[src/rtl/rv32i_pkg.sv]
// Shared RV32I constants used by the load/store unit: opcodes, funct3
// width encodings, mcause codes and the LSU state encoding.
package rv32i_pkg;

  localparam logic [6:0] OPC_LOAD  = 7'b0000011;
  localparam logic [6:0] OPC_STORE = 7'b0100011;

  localparam logic [2:0] F3_LB  = 3'b000;
  localparam logic [2:0] F3_LH  = 3'b001;
  localparam logic [2:0] F3_LW  = 3'b010;
  localparam logic [2:0] F3_LBU = 3'b100;
  localparam logic [2:0] F3_LHU = 3'b101;
  localparam logic [2:0] F3_SB  = 3'b000;
  localparam logic [2:0] F3_SH  = 3'b001;
  localparam logic [2:0] F3_SW  = 3'b010;

  localparam logic [3:0] CAUSE_ILLEGAL     = 4'd2;
  localparam logic [3:0] CAUSE_LD_MISALIGN = 4'd4;
  localparam logic [3:0] CAUSE_LD_FAULT    = 4'd5;
  localparam logic [3:0] CAUSE_ST_MISALIGN = 4'd6;
  localparam logic [3:0] CAUSE_ST_FAULT    = 4'd7;

  typedef enum logic [1:0] {
    ST_IDLE = 2'd0,
    ST_REQ  = 2'd1,
    ST_WAIT = 2'd2,
    ST_RESP = 2'd3
  } lsu_state_t;

endpackage

[src/rtl/lsu_if.sv]
// LSU signal bundle: execute-stage request, data-memory bus and writeback
// response. The master side is the environment (execute stage plus memory),
// the slave side is the LSU itself.
interface lsu_if;

  logic        req_valid;
  logic        req_ready;
  logic [6:0]  req_opcode;
  logic [2:0]  req_funct3;
  logic [31:0] req_addr;
  logic [31:0] req_wdata;
  logic [4:0]  req_rd;

  logic        mem_req;
  logic        mem_we;
  logic [31:0] mem_addr;
  logic [3:0]  mem_be;
  logic [31:0] mem_wdata;
  logic        mem_gnt;
  logic        mem_rvalid;
  logic [31:0] mem_rdata;
  logic        mem_err;

  logic        rsp_valid;
  logic        rsp_we;
  logic [4:0]  rsp_rd;
  logic [31:0] rsp_data;
  logic        rsp_exc;
  logic [3:0]  rsp_cause;

  modport master (
    output req_valid, req_opcode, req_funct3, req_addr, req_wdata, req_rd,
    output mem_gnt, mem_rvalid, mem_rdata, mem_err,
    input  req_ready,
    input  mem_req, mem_we, mem_addr, mem_be, mem_wdata,
    input  rsp_valid, rsp_we, rsp_rd, rsp_data, rsp_exc, rsp_cause
  );

  modport slave (
    input  req_valid, req_opcode, req_funct3, req_addr, req_wdata, req_rd,
    input  mem_gnt, mem_rvalid, mem_rdata, mem_err,
    output req_ready,
    output mem_req, mem_we, mem_addr, mem_be, mem_wdata,
    output rsp_valid, rsp_we, rsp_rd, rsp_data, rsp_exc, rsp_cause
  );

endinterface

[src/rtl/lsu_align.sv]
// Byte-lane steering for the LSU: store byte enables and lane replication,
// and load extraction with sign/zero extension. Purely combinational.
module lsu_align
  import rv32i_pkg::*;
(
  input  logic [2:0]  funct3,
  input  logic [1:0]  offset,
  input  logic [31:0] wdata_in,
  input  logic [31:0] rdata,
  output logic [3:0]  be,
  output logic [31:0] wdata_rep,
  output logic [31:0] rdata_ext
);

  logic [31:0] shifted;

  assign shifted = rdata >> {offset, 3'b000};

  // byte enables and store-data replication; size comes from funct3[1:0]
  always_comb begin
    be        = 4'b1111;
    wdata_rep = wdata_in;
    case (funct3[1:0])
      2'b00: begin
        be        = 4'b0001 << offset;
        wdata_rep = {4{wdata_in[7:0]}};
      end
      2'b01: begin
        be        = 4'b0011 << offset;
        wdata_rep = {2{wdata_in[15:0]}};
      end
      default: ;
    endcase
  end

  // load extraction and extension from the shifted word
  always_comb begin
    rdata_ext = shifted;
    case (funct3)
      F3_LB:   rdata_ext = {{24{shifted[7]}}, shifted[7:0]};
      F3_LH:   rdata_ext = {{16{shifted[15]}}, shifted[15:0]};
      F3_LBU:  rdata_ext = {24'h0, shifted[7:0]};
      F3_LHU:  rdata_ext = {16'h0, shifted[15:0]};
      default: rdata_ext = shifted;
    endcase
  end

endmodule

[src/rtl/lsu.sv]
// RV32I load/store unit: one memory transaction at a time over a
// valid/grant/rvalid bus, with alignment checks, a REQ+WAIT timeout and a
// single-cycle registered response to writeback.
//
//   state   | meaning
//   --------+-------------------------------------------------------------
//   ST_IDLE | ready; accept a request, decode exceptions on the spot
//   ST_REQ  | mem_req asserted, waiting for mem_gnt (or timeout)
//   ST_WAIT | granted, waiting for mem_rvalid (or timeout)
//   ST_RESP | rsp_valid pulse for one cycle
module lsu
  import rv32i_pkg::*;
#(
  parameter int unsigned TIMEOUT = 255
) (
  input  logic  clk,
  input  logic  rst_n,
  lsu_if.slave  bus
);

  // Expiry is checked against the cycle count minus one so that mem_req is
  // seen for exactly TIMEOUT cycles before the fault response.
  localparam bit          TO_EN   = (TIMEOUT != 0);
  localparam logic [31:0] TO_LAST = 32'(TIMEOUT) - 32'd1;

  lsu_state_t state, next_state;

  logic        is_load_in, is_store_in, illegal_in, misalign_in, exc_in;
  logic [3:0]  cause_in;

  logic        is_load_q;
  logic [2:0]  funct3_q;
  logic [1:0]  off_q;
  logic [4:0]  rd_q;
  logic [31:0] cnt;
  logic        expire;
  logic [3:0]  fault_cause;

  logic [2:0]  a_funct3;
  logic [1:0]  a_off;
  logic [3:0]  a_be;
  logic [31:0] a_wdata, a_rdata;

  logic        mem_req_d, mem_we_d;
  logic [31:0] mem_addr_d, mem_wdata_d;
  logic [3:0]  mem_be_d;
  logic        rsp_valid_d, rsp_we_d, rsp_exc_d;
  logic [4:0]  rsp_rd_d;
  logic [31:0] rsp_data_d;
  logic [3:0]  rsp_cause_d;

  assign is_load_in  = (bus.req_opcode == OPC_LOAD);
  assign is_store_in = (bus.req_opcode == OPC_STORE);
  assign illegal_in  = !(is_load_in || is_store_in)
                     || (is_load_in  && ((bus.req_funct3 == 3'b011) || (bus.req_funct3[2:1] == 2'b11)))
                     || (is_store_in && (bus.req_funct3 >= 3'b011));
  assign misalign_in = ((bus.req_funct3[1:0] == 2'b01) && bus.req_addr[0])
                     || ((bus.req_funct3[1:0] == 2'b10) && (bus.req_addr[1:0] != 2'b00));
  assign exc_in      = illegal_in || misalign_in;
  assign cause_in    = illegal_in ? CAUSE_ILLEGAL :
                       is_load_in ? CAUSE_LD_MISALIGN : CAUSE_ST_MISALIGN;

  assign expire      = TO_EN && (cnt >= TO_LAST);
  assign fault_cause = is_load_q ? CAUSE_LD_FAULT : CAUSE_ST_FAULT;
  assign bus.req_ready = (state == ST_IDLE);

  // Lanes come from the live request while idle (to register the bus
  // outputs at accept) and from the latched fields afterwards.
  assign a_funct3 = (state == ST_IDLE) ? bus.req_funct3 : funct3_q;
  assign a_off    = (state == ST_IDLE) ? bus.req_addr[1:0] : off_q;

  lsu_align u_align (
    .funct3    (a_funct3),
    .offset    (a_off),
    .wdata_in  (bus.req_wdata),
    .rdata     (bus.mem_rdata),
    .be        (a_be),
    .wdata_rep (a_wdata),
    .rdata_ext (a_rdata)
  );

  // state register
  always_ff @(posedge clk or negedge rst_n) begin
    if (!rst_n) state <= ST_IDLE;
    else        state <= next_state;
  end

  // next-state decode; grant and rvalid take priority over expiry
  always_comb begin
    next_state = state;
    case (state)
      ST_IDLE: if (bus.req_valid) next_state = exc_in ? ST_RESP : ST_REQ;
      ST_REQ:  if (bus.mem_gnt) next_state = ST_WAIT;
               else if (expire) next_state = ST_RESP;
      ST_WAIT: if (bus.mem_rvalid || expire) next_state = ST_RESP;
      ST_RESP: next_state = ST_IDLE;
      default: next_state = ST_IDLE;
    endcase
  end

  // next values of the registered bus and response outputs
  always_comb begin
    mem_req_d   = bus.mem_req;
    mem_we_d    = bus.mem_we;
    mem_addr_d  = bus.mem_addr;
    mem_be_d    = bus.mem_be;
    mem_wdata_d = bus.mem_wdata;
    rsp_valid_d = 1'b0;
    rsp_we_d    = 1'b0;
    rsp_rd_d    = 5'd0;
    rsp_data_d  = 32'd0;
    rsp_exc_d   = 1'b0;
    rsp_cause_d = 4'd0;
    case (state)
      ST_IDLE: begin
        if (bus.req_valid) begin
          if (exc_in) begin
            rsp_valid_d = 1'b1;
            rsp_exc_d   = 1'b1;
            rsp_cause_d = cause_in;
            rsp_rd_d    = bus.req_rd;
          end else begin
            mem_req_d   = 1'b1;
            mem_we_d    = is_store_in;
            mem_addr_d  = {bus.req_addr[31:2], 2'b00};
            mem_be_d    = a_be;
            mem_wdata_d = is_store_in ? a_wdata : 32'd0;
          end
        end
      end
      ST_REQ: begin
        if (bus.mem_gnt || expire) begin
          mem_req_d   = 1'b0;
          mem_we_d    = 1'b0;
          mem_addr_d  = 32'd0;
          mem_be_d    = 4'd0;
          mem_wdata_d = 32'd0;
        end
        if (!bus.mem_gnt && expire) begin
          rsp_valid_d = 1'b1;
          rsp_exc_d   = 1'b1;
          rsp_cause_d = fault_cause;
          rsp_rd_d    = rd_q;
        end
      end
      ST_WAIT: begin
        if (bus.mem_rvalid || expire) begin
          rsp_valid_d = 1'b1;
          rsp_rd_d    = rd_q;
          if (!bus.mem_rvalid || bus.mem_err) begin
            rsp_exc_d   = 1'b1;
            rsp_cause_d = fault_cause;
          end else if (is_load_q) begin
            rsp_data_d = a_rdata;
            rsp_we_d   = (rd_q != 5'd0);
          end
        end
      end
      default: ;
    endcase
  end

  // output registers
  always_ff @(posedge clk or negedge rst_n) begin
    if (!rst_n) begin
      bus.mem_req   <= 1'b0;
      bus.mem_we    <= 1'b0;
      bus.mem_addr  <= 32'd0;
      bus.mem_be    <= 4'd0;
      bus.mem_wdata <= 32'd0;
      bus.rsp_valid <= 1'b0;
      bus.rsp_we    <= 1'b0;
      bus.rsp_rd    <= 5'd0;
      bus.rsp_data  <= 32'd0;
      bus.rsp_exc   <= 1'b0;
      bus.rsp_cause <= 4'd0;
    end else begin
      bus.mem_req   <= mem_req_d;
      bus.mem_we    <= mem_we_d;
      bus.mem_addr  <= mem_addr_d;
      bus.mem_be    <= mem_be_d;
      bus.mem_wdata <= mem_wdata_d;
      bus.rsp_valid <= rsp_valid_d;
      bus.rsp_we    <= rsp_we_d;
      bus.rsp_rd    <= rsp_rd_d;
      bus.rsp_data  <= rsp_data_d;
      bus.rsp_exc   <= rsp_exc_d;
      bus.rsp_cause <= rsp_cause_d;
    end
  end

  // latch the request fields needed after accept
  always_ff @(posedge clk or negedge rst_n) begin
    if (!rst_n) begin
      is_load_q <= 1'b0;
      funct3_q  <= 3'd0;
      off_q     <= 2'd0;
      rd_q      <= 5'd0;
    end else if (state == ST_IDLE && bus.req_valid) begin
      is_load_q <= is_load_in;
      funct3_q  <= bus.req_funct3;
      off_q     <= bus.req_addr[1:0];
      rd_q      <= bus.req_rd;
    end
  end

  // timeout counter: cleared on entry to REQ, counts through REQ and WAIT
  always_ff @(posedge clk or negedge rst_n) begin
    if (!rst_n)                                          cnt <= 32'd0;
    else if (state == ST_IDLE && next_state == ST_REQ)   cnt <= 32'd0;
    else if (state == ST_REQ || state == ST_WAIT)        cnt <= cnt + 32'd1;
  end

endmodule

[src/flat_wrapper.sv]
// flat-port wrapper written by rule: the top's interface ports become plain ports
module lsu_flat import rv32i_pkg::*;
#(
  parameter int unsigned TIMEOUT = 255
)
  (clk, rst_n, bus_req_valid, bus_req_opcode, bus_req_funct3, bus_req_addr, bus_req_wdata, bus_req_rd, bus_mem_gnt, bus_mem_rvalid, bus_mem_rdata, bus_mem_err, bus_req_ready, bus_mem_req, bus_mem_we, bus_mem_addr, bus_mem_be, bus_mem_wdata, bus_rsp_valid, bus_rsp_we, bus_rsp_rd, bus_rsp_data, bus_rsp_exc, bus_rsp_cause);
  lsu_if bus_i ();
  input  logic clk;
  input  logic rst_n;
  input wire logic [$bits(bus_i.req_valid)-1:0] bus_req_valid;
  input wire logic [$bits(bus_i.req_opcode)-1:0] bus_req_opcode;
  input wire logic [$bits(bus_i.req_funct3)-1:0] bus_req_funct3;
  input wire logic [$bits(bus_i.req_addr)-1:0] bus_req_addr;
  input wire logic [$bits(bus_i.req_wdata)-1:0] bus_req_wdata;
  input wire logic [$bits(bus_i.req_rd)-1:0] bus_req_rd;
  input wire logic [$bits(bus_i.mem_gnt)-1:0] bus_mem_gnt;
  input wire logic [$bits(bus_i.mem_rvalid)-1:0] bus_mem_rvalid;
  input wire logic [$bits(bus_i.mem_rdata)-1:0] bus_mem_rdata;
  input wire logic [$bits(bus_i.mem_err)-1:0] bus_mem_err;
  output wire logic [$bits(bus_i.req_ready)-1:0] bus_req_ready;
  output wire logic [$bits(bus_i.mem_req)-1:0] bus_mem_req;
  output wire logic [$bits(bus_i.mem_we)-1:0] bus_mem_we;
  output wire logic [$bits(bus_i.mem_addr)-1:0] bus_mem_addr;
  output wire logic [$bits(bus_i.mem_be)-1:0] bus_mem_be;
  output wire logic [$bits(bus_i.mem_wdata)-1:0] bus_mem_wdata;
  output wire logic [$bits(bus_i.rsp_valid)-1:0] bus_rsp_valid;
  output wire logic [$bits(bus_i.rsp_we)-1:0] bus_rsp_we;
  output wire logic [$bits(bus_i.rsp_rd)-1:0] bus_rsp_rd;
  output wire logic [$bits(bus_i.rsp_data)-1:0] bus_rsp_data;
  output wire logic [$bits(bus_i.rsp_exc)-1:0] bus_rsp_exc;
  output wire logic [$bits(bus_i.rsp_cause)-1:0] bus_rsp_cause;
  assign bus_i.req_valid = bus_req_valid;
  assign bus_i.req_opcode = bus_req_opcode;
  assign bus_i.req_funct3 = bus_req_funct3;
  assign bus_i.req_addr = bus_req_addr;
  assign bus_i.req_wdata = bus_req_wdata;
  assign bus_i.req_rd = bus_req_rd;
  assign bus_i.mem_gnt = bus_mem_gnt;
  assign bus_i.mem_rvalid = bus_mem_rvalid;
  assign bus_i.mem_rdata = bus_mem_rdata;
  assign bus_i.mem_err = bus_mem_err;
  assign bus_req_ready = bus_i.req_ready;
  assign bus_mem_req = bus_i.mem_req;
  assign bus_mem_we = bus_i.mem_we;
  assign bus_mem_addr = bus_i.mem_addr;
  assign bus_mem_be = bus_i.mem_be;
  assign bus_mem_wdata = bus_i.mem_wdata;
  assign bus_rsp_valid = bus_i.rsp_valid;
  assign bus_rsp_we = bus_i.rsp_we;
  assign bus_rsp_rd = bus_i.rsp_rd;
  assign bus_rsp_data = bus_i.rsp_data;
  assign bus_rsp_exc = bus_i.rsp_exc;
  assign bus_rsp_cause = bus_i.rsp_cause;
  lsu #(.TIMEOUT(TIMEOUT)) u_core (.clk(clk), .rst_n(rst_n), .bus(bus_i));
endmodule
[config.mk]
export PLATFORM = sky130hd
export DESIGN_NAME = lsu_flat
export DESIGN_NICKNAME = d
export VERILOG_FILES = /design/src/rtl/rv32i_pkg.sv /design/src/rtl/lsu_if.sv /design/src/rtl/lsu_align.sv /design/src/rtl/lsu.sv /design/src/flat_wrapper.sv
export SDC_FILE = /design/constraint.sdc
export NUM_CORES = 1
export LEC_CHECK = 0
export ABC_AREA = 1
export ABC_CLOCK_PERIOD_IN_PS = 2690
export BUFFER_PORTS_ARGS = -buffer_cell sky130_fd_sc_hd__buf_2
export CORE_MARGIN = 1.5
export CORE_UTILIZATION = 40
export CTS_BUF_LIST = sky130_fd_sc_hd__clkbuf_16
export CTS_CLUSTER_SIZE = 25
export DETAILED_ROUTE_END_ITERATION = 6
export GPL_TIMING_DRIVEN = 0
export MAX_ROUTING_LAYER = met4
export PLACE_DENSITY = 0.72
export SLEW_MARGIN = 5
export SYNTH_ARGS = -nofsm -noshare
export SYNTH_HDL_FRONTEND = slang
export SYNTH_HIERARCHICAL = 1
export SYNTH_SLANG_ARGS = --single-unit
[constraint.sdc]
create_clock -name clk -period 2.69 [get_ports clk]
set_clock_uncertainty 0.05 [all_clocks]
set_input_delay 0.538 -clock clk [delete_from_list [all_inputs] [get_ports clk]]
set_output_delay 0.538 -clock clk [all_outputs]
set_load 0.005 [all_outputs]
# --- Word-level counts from Yosys, hierarchy flattened ---
# Cells that the tools add are included.
totals:
  input_bits: 117
  out_inout_bits: 115
  reg_bits: 159
  wordCells: 130
classes:
  addsub: 1
  muxes: 62
  n_eq_ne: 17
  n_reduce_logical: 28
  n_shift: 3
  n_lt_le_gt_ge: 2
ops:
  columns: ["op", "count"]
  rows:
  - ["2-to-1 mux 32 bit", 12]
  - ["one-hot mux 32 bit (2 select lines)", 3]
  - ["one-hot mux 32 bit (4 select lines)", 1]
  - ["2-to-1 mux 4 bit", 9]
  - ["adder 32 x 1 -> 32 bit (second input constant)", 1]
  - [">= comparator 32 x 8 -> 1 bit (second input constant)", 1]
  - ["right shift 32 x 5 -> 32 bit", 1]
  - ["2-to-1 mux 5 bit", 4]
  - ["2-to-1 mux 2 bit", 8]
  - ["one-hot mux 4 bit (2 select lines)", 2]
  - ["2-to-1 mux 1 bit", 15]
  - ["one-hot mux 5 bit (3 select lines)", 1]
  - ["one-hot mux 4 bit (3 select lines)", 1]
  - ["logical OR 1 bit", 10]
  - ["equality test 2 x 1 -> 1 bit (second input constant)", 4]
  - ["equality test 2 bit (second input constant)", 4]
  - ["one-hot mux 2 bit (4 select lines)", 1]
  - ["equality test 7 x 2 -> 1 bit (second input constant)", 1]
  - ["equality test 7 x 6 -> 1 bit (second input constant)", 1]
  - ["logical AND 1 bit", 7]
  - ["equality test 3 bit (second input constant)", 2]
  - ["one-hot mux 1 bit (3 select lines)", 2]
  - ["nonzero test 2 bit", 3]
  - ["nonzero test 5 bit", 1]
  - ["other kinds (13)", 18]

# --- Longest topological paths before layout ---
depth:
  depth_word: 12
  depth_mapped: 15
  ltp_nobuf: 12

# --- By module ---
# The synthesis kept the hierarchy.
modules_own_cells:
  columns: ["module", "cells_per_inst", "seq_area_each_um2", "area_per_inst_um2", "n_inst"]
  rows:
  - ["lsu", 860, 3903.7, 7068.0, 1]
  - ["lsu_align", 255, 0.0, 1226.2, 1]

# --- Worst setup path before layout ---
# OpenSTA, ideal clock, no wires.
synth_timing:
  path_kind: "reg-to-reg"
  start: "register u_core.state[0]"
  end: "register u_core.bus.mem_wdata[11]"
  period_less_slack_ns: 2.271
  path_stages_with_launch: 13
  n_path_buf: 2
  t_arrival_ns: 2.138
  t_required_ns: 2.557
  slack_ns: 0.419
  cell_sequence: "dfrtp_1 > inv_1 > ha_1 > inv_1 > clkbuf_1 > o21ai_0 > inv_1 > nand2_4 > inv_1 > buf_2 > o21ai_0 > nand3_1 > o21ai_0"
synth_between:
  elab_chain_cells: 8
  word_cells_on_any_way: 15
synth_lines:
  columns: ["item", "line_no", "rtl"]
  rows:
  - ["from (decl)", "lsu.sv:26", "lsu_state_t state, next_state;"]
  - ["from (signal assigned)", "lsu.sv:85", "else state <= next_state;"]
  - ["zero test 2 bit *", null, null]
  - ["named net bus_req_ready", "flat_wrapper.sv:20", "output wire logic [$bits(bus_i.req_ready)-1:0] bus_req_ready;"]
  - ["2-to-1 mux 3 bit *", "lsu.sv:69", "assign a_funct3 = (state == ST_IDLE) ? bus.req_funct3 : funct3_q;"]
  - ["named net u_core.a_funct3[0]", "lsu.sv:39", "logic [2:0] a_funct3;"]
  - ["equality test 2 x 1 -> 1 bit / zero test 2 bit (equally long branches)", "lsu_align.sv:23", "case (funct3[1:0])"]
  - ["one-hot mux 32 bit (2 select lines) *", "lsu_align.sv:23", null]
  - ["named net u_core.a_wdata[11]", "lsu.sv:42", "logic [31:0] a_wdata, a_rdata;"]
  - ["2-to-1 mux 32 bit *", "lsu.sv:127", "mem_wdata_d = is_store_in ? a_wdata : 32'd0;"]
  - ["2-to-1 mux 32 bit *", "lsu.sv:117", "if (exc_in) begin"]
  - ["2-to-1 mux 32 bit *", "lsu.sv:116", "if (bus.req_valid) begin"]
  - ["one-hot mux 32 bit (2 select lines) *", "lsu.sv:114", "case (state)"]
  - ["to (signal assigned)", "lsu.sv:182", "bus.mem_wdata <= mem_wdata_d;"]
  - ["to (decl)", "lsu_if.sv:43", "output mem_req, mem_we, mem_addr, mem_be, mem_wdata,"]
# The timed path passes the listed nets; every way through them passes the cells marked *. The select of a mux whose other input is x is not followed.
# A chain may end at the register's enable or synchronous reset.

# --- Worst setup path in the final report ---
layout_timing:
  start: "register u_core.state[0]"
  end: "register u_core.bus.rsp_data[14]"
layout_between:
  elab_chain_cells: 8
  word_cells_on_any_way: 14
layout_lines:
  columns: ["item", "line_no", "rtl"]
  rows:
  - ["zero test 2 bit *", "lsu.sv:69", null]
  - ["2-to-1 mux 3 bit *", "lsu.sv:69", null]
  - ["named net u_core.a_funct3[2]", "lsu.sv:39", null]
  - ["equality test 3 bit (tied with other cells)", "lsu_align.sv:39", "case (funct3)"]
  - ["one-hot mux 32 bit (4 select lines) *", "lsu_align.sv:39", null]
  - ["named net u_core.a_rdata[14]", "lsu.sv:42", null]
  - ["2-to-1 mux 32 bit *", "lsu.sv:153", "end else if (is_load_q) begin"]
  - ["2-to-1 mux 32 bit *", "lsu.sv:150", "if (!bus.mem_rvalid || bus.mem_err) begin"]
  - ["2-to-1 mux 32 bit *", "lsu.sv:147", "if (bus.mem_rvalid || expire) begin"]
  - ["2-to-1 mux 32 bit *", "lsu.sv:114", null]
  - ["named net u_core.rsp_data_d[14]", "lsu.sv:49", "logic [31:0] rsp_data_d;"]
  - ["to (signal assigned)", "lsu.sv:186", "bus.rsp_data <= rsp_data_d;"]
  - ["to (decl)", "lsu_if.sv:44", "output rsp_valid, rsp_we, rsp_rd, rsp_data, rsp_exc, rsp_cause"]
# The timed path passes the listed nets; every way through them passes the cells marked *.

==> flow_summary_export.csv <==
group,metric,value,unit
timing,maxSlewHeadroom,50.9,%
timing,whs,0.0437,ns
floorplan,dieWidth,147,um
power_and_ir_drop,vdd_drop_max,0.492,mV
power_and_ir_drop,powerDensity,1010,nW/um^2
logic_synthesis,synth_top_family_by_area,"simple AND/OR/NAND/NOR gates",
floorplan,io-pin-count,232,
logic_synthesis,syn_area_per_cell,7.44,um^2
global_routing,grt_usage,24.0,%
logic_synthesis,async_reset_ff_share,100,%
logic_synthesis,yosys.area.top_type,"dfrtp_1",
power_and_ir_drop,total_power,10.5,mW
drt,drtAntennaViolNets,0,
run_status,status,"completed",
drt,drt-wirelength-per-cell,15.1,um
logic_synthesis,yosysSeqAreaShare,47.1,%
worst_hold_path,hp-class,"in2async",
worst_setup_path,cp_cell_sequence,"inv_1 > ha_4 > clkinvlp_4 > buf_4 > o21ai_0 > nor2_2 > nand3_2 > buf_6 > nand2_1 > nand2_1 > nor2_1",
power_and_ir_drop,leakage,5.80,nW
placement,port_buffers,228,
timing,finalSetupTns,0,ns
cells_and_area,nNetsFinal,1491,
logic_synthesis,synth_mux_area_share,0,%
worst_setup_path,ff2ff_path_depth,11,
cells_and_area,final_cells,1651,
drt,via_per_inst,4.95,
floorplan,coreArea,20300,um^2
clock_tree,cts-hold-fix-buffers,0,
clock_tree,clk_pin_slew_worst_paths,0.07,ns
global_routing,grt_overflow,0,
cells_and_area,fillers,2029,
logic_synthesis,postSynthCellCount,1115,
logic_synthesis,synth-simple-area-share,32.4,%
logic_synthesis,yosysWarnings,6,
worst_setup_path,worst_path_largest_cell_delay,0.57,ns
clock_tree,clkLatencyLatePin,0.43,ns
timing,worst_pin_slew,0.729,ns
clock_tree,clk_path_buf_depth,2,
timing,slew_viol_final,0,
clock_tree,cts_root_buf,"clkbuf_16",
placement,gp_congestion,0.938,
timing,setup_viol,0,
logic_synthesis,synthTopCellsByArea,"dfrtp_1 (47%), nand2_1 (17%), nand3_1 (7.0%), inv_1 (4.5%), nor2_1 (4.2%)",
logic_synthesis,netlist.area_leader.share,47.1,%
cells_and_area,post-route-util,51.5,%
logic_synthesis,synth_edf_count,0,
global_routing,grt_first_pass_wirelength,39800,um
timing,fin_crit,2.56,ns
drt,wl,25000,um
worst_setup_path,crit_top_cell,"nand2_1",
logic_synthesis,synth_compound_area_share,9.26,%
worst_setup_path,crit_type,"reg2reg",
timing,max_freq,391,MHz
cells_and_area,drive_gt1_share,24.1,%
global_routing,grt_max_degree,82,
worst_setup_path,critPathSlowestCell,"o21ai_0",
drt,firstDrtPassIters,5,
worst_setup_path,cp_data_arrival_time,2.82,ns
clock_tree,clkSinkCount,156,
drt,drcViolationCount,0,
clock_tree,cts_htree_levels,4,
floorplan,die_y,147,um
drt,drtIter0Drc,504,
floorplan,rows,52,
floorplan,die_area,21600,um^2
cells_and_area,num_antenna_cells,0,
floorplan,initial_core_util,40.9,%
cells_and_area,synthToLayoutAreaGrowth,26.1,%
worst_setup_path,worst_setup_path_end_kind,"register",
worst_setup_path,worst_setup_path_start_kind,"register",
drt,vias,8178,
logic_synthesis,synth_xor_area_share,0.845,%
worst_setup_path,critPathRequiredTime,2.95,ns
logic_synthesis,synth_area,8290,um^2
timing,post-route-period-util,95.0,%
logic_synthesis,synth_cell_types,35,
clock_tree,cts_tree,"yes",
timing,hold_viol_final,0,
logic_synthesis,yosys_register_bits,156,
global_routing,first_global_vias,7835,
global_routing,antenna_found_initial,0,
placement,dpl.hpwl,19000,um
placement,dp_cells,1616,
clock_tree,cts_buffers,17,
job,cap_viol_max_count,0,
logic_synthesis,synthAdderAreaFrac,0.905,%
worst_setup_path,critPathMaxFanout,10,
logic_synthesis,yosys_most_used_dff,"dfrtp_1",
==> power by group <==
part	internal [mW]	total, mW	leakage [nW]	switching (mW)
registers	2.76	2.98	2.11	0.219
logic	1.69	5.11	3.41	3.42
clock network	1.32	2.44	0.286	1.12
total	5.78	10.5	5.80	4.75
==> registers in the layout, indices dropped and copies added (netlist names), 2 cells and up <==
name and cells:
u_core/state 2, u_core/bus.mem_wdata 32, u_core/cnt 32, u_core/off_q 2
u_core/rd_q 5, u_core/bus.mem_addr 30, u_core/bus.rsp_cause 3, u_core/bus.mem_be 4
u_core/funct3_q 3, u_core/bus.rsp_data 32, u_core/bus.rsp_rd 5
==> placed cells by master (no fill, tap or decap), drive strengths merged, types with 3 or more instances in the layout <==
| cell type | n |
|---|---|
| nand2 | 377 |
| buf | 270 |
| dfrtp | 156 |
| nand3 | 124 |
| inv | 112 |
| o21ai | 106 |
| nor2 | 102 |
| clkbuf | 43 |
| a21oi | 18 |
| nand4 | 10 |
| nor3 | 9 |
| o211ai | 9 |
| xor2 | 7 |
| ha | 6 |
| o21bai | 5 |
| nand3b | 5 |
| clkinv | 5 |
| clkinvlp | 4 |
| conb | 3 |
==> per-layer routing <==
| metal | part of all wire (%) | global-route usage (%) | vias up |
|---|---|---|---|
| li1 | - | - | 4047 |
| met1 | 44 | 30.3 | 3763 |
| met2 | 46 | 38.0 | 316 |
| met3 | 7.1 | 5.53 | 52 |
| met4 | 2.6 | 8.50 | 0 |
| met5 | 0 | - | - |
==> area by class of cell <==
| class | instances | area [um^2] | area share (%) |
|---|---|---|---|
| repair buffers | 232 | 1200 | 11.5 |
| clock inverters | 15 | 168 | 1.60 |
| inverters | 106 | 409 | 3.91 |
| plain buffers | 64 | 374 | 3.58 |
| flip-flops and latches | 156 | 3900 | 37.3 |
| well taps | 270 | 338 | 3.23 |
| repair inverters | 1 | 7.51 | 0.0718 |
| multi-input cells | 790 | 3630 | 34.7 |
| clock buffers | 17 | 425 | 4.07 |
==> what timing repair did <==
| item | in CTS | in global routing |
|---|---|---|
| pin swaps | 0 | 0 |
| gates cloned | 0 | 1 |
| endpoints found under the hold margin | 0 | 0 |
| endpoints found under the setup margin | 37 | 57 |
| gates resized for setup | 3 | 7 |
| buffers inserted | 0 | 3 |
==> stage by stage <==
stage | setup slack (ns) | instance area [um^2]
CTS | 0.0525 | 10400
global route | -0.0127 | 10500
floorplan | 0.419 | 8300
finish | 0.134 | 10500
detailed placement | -0.302 | 9820
global placement | -1.37 | 9780
==> path summary, 6_finish.rpt <==
check / endpoint / from / slack, ns
min in group clk: u_core/rd_q[1]$_DFFE_PN0P_ / bus_req_rd[1] / 0.28
max in group asynchronous: u_core/bus.rsp_data[19]$_DFF_PN0_ / rst_n / 1.73
min reg2reg: u_core/bus.mem_wdata[13]$_DFFE_PN0P_ / u_core/bus.mem_wdata[13]$_DFFE_PN0P_ / 0.43
min: u_core/bus.rsp_we$_DFF_PN0_ / rst_n / 0.04
max: u_core/bus.rsp_data[14]$_DFF_PN0_ / u_core/state[0]$_DFF_PN0_ / 0.13
max reg2reg: u_core/bus.rsp_data[14]$_DFF_PN0_ / u_core/state[0]$_DFF_PN0_ / 0.13
==> logic make-up (layout without fill, tap and decap cells) <==
| group | count (synthesis) | count (layout) |
|---|---|---|
| AND/OR/NAND/NOR | 630 | 630 |
| buffers and inverters | 171 | 435 |
| flip-flops | 156 | 156 |
| AO/OA/AOI/OAI | 143 | 143 |
| XOR/XNOR | 8 | 8 |
| adder cells (fa/ha/maj) | 6 | 6 |
| other | 1 | 3 |
==> worst max-delay path, delay by kind of cell, from the launching register on <==
kind | cells | cell delay (ns)
compound gates | 1 | 0.57
fa+ha+maj | 1 | 0.23
buf+inv | 4 | 0.62
flops | 1 | 0.44
simple gates | 5 | 0.49
==> Yosys cell counts (2+ instances only) <==
cell type,number
or2_2,2
o211ai_1,9
inv_1,100
inv_2,3
nor2_2,6
clkinv_1,2
buf_4,12
a31o_2,2
nand4_1,10
nand3_2,6
nand2_1,375
nand3_4,2
nor2_1,93
dfrtp_1,156
nor2_4,3
o21bai_1,5
nor3_1,9
o21ai_1,40
clkbuf_1,27
nand3b_1,5
xor2_1,7
ha_1,6
a21oi_1,18
nand2_4,2
buf_6,9
buf_2,17
nand3_1,116
o21ai_0,66
No activity file was read; power rests on OpenSTA's default activity.
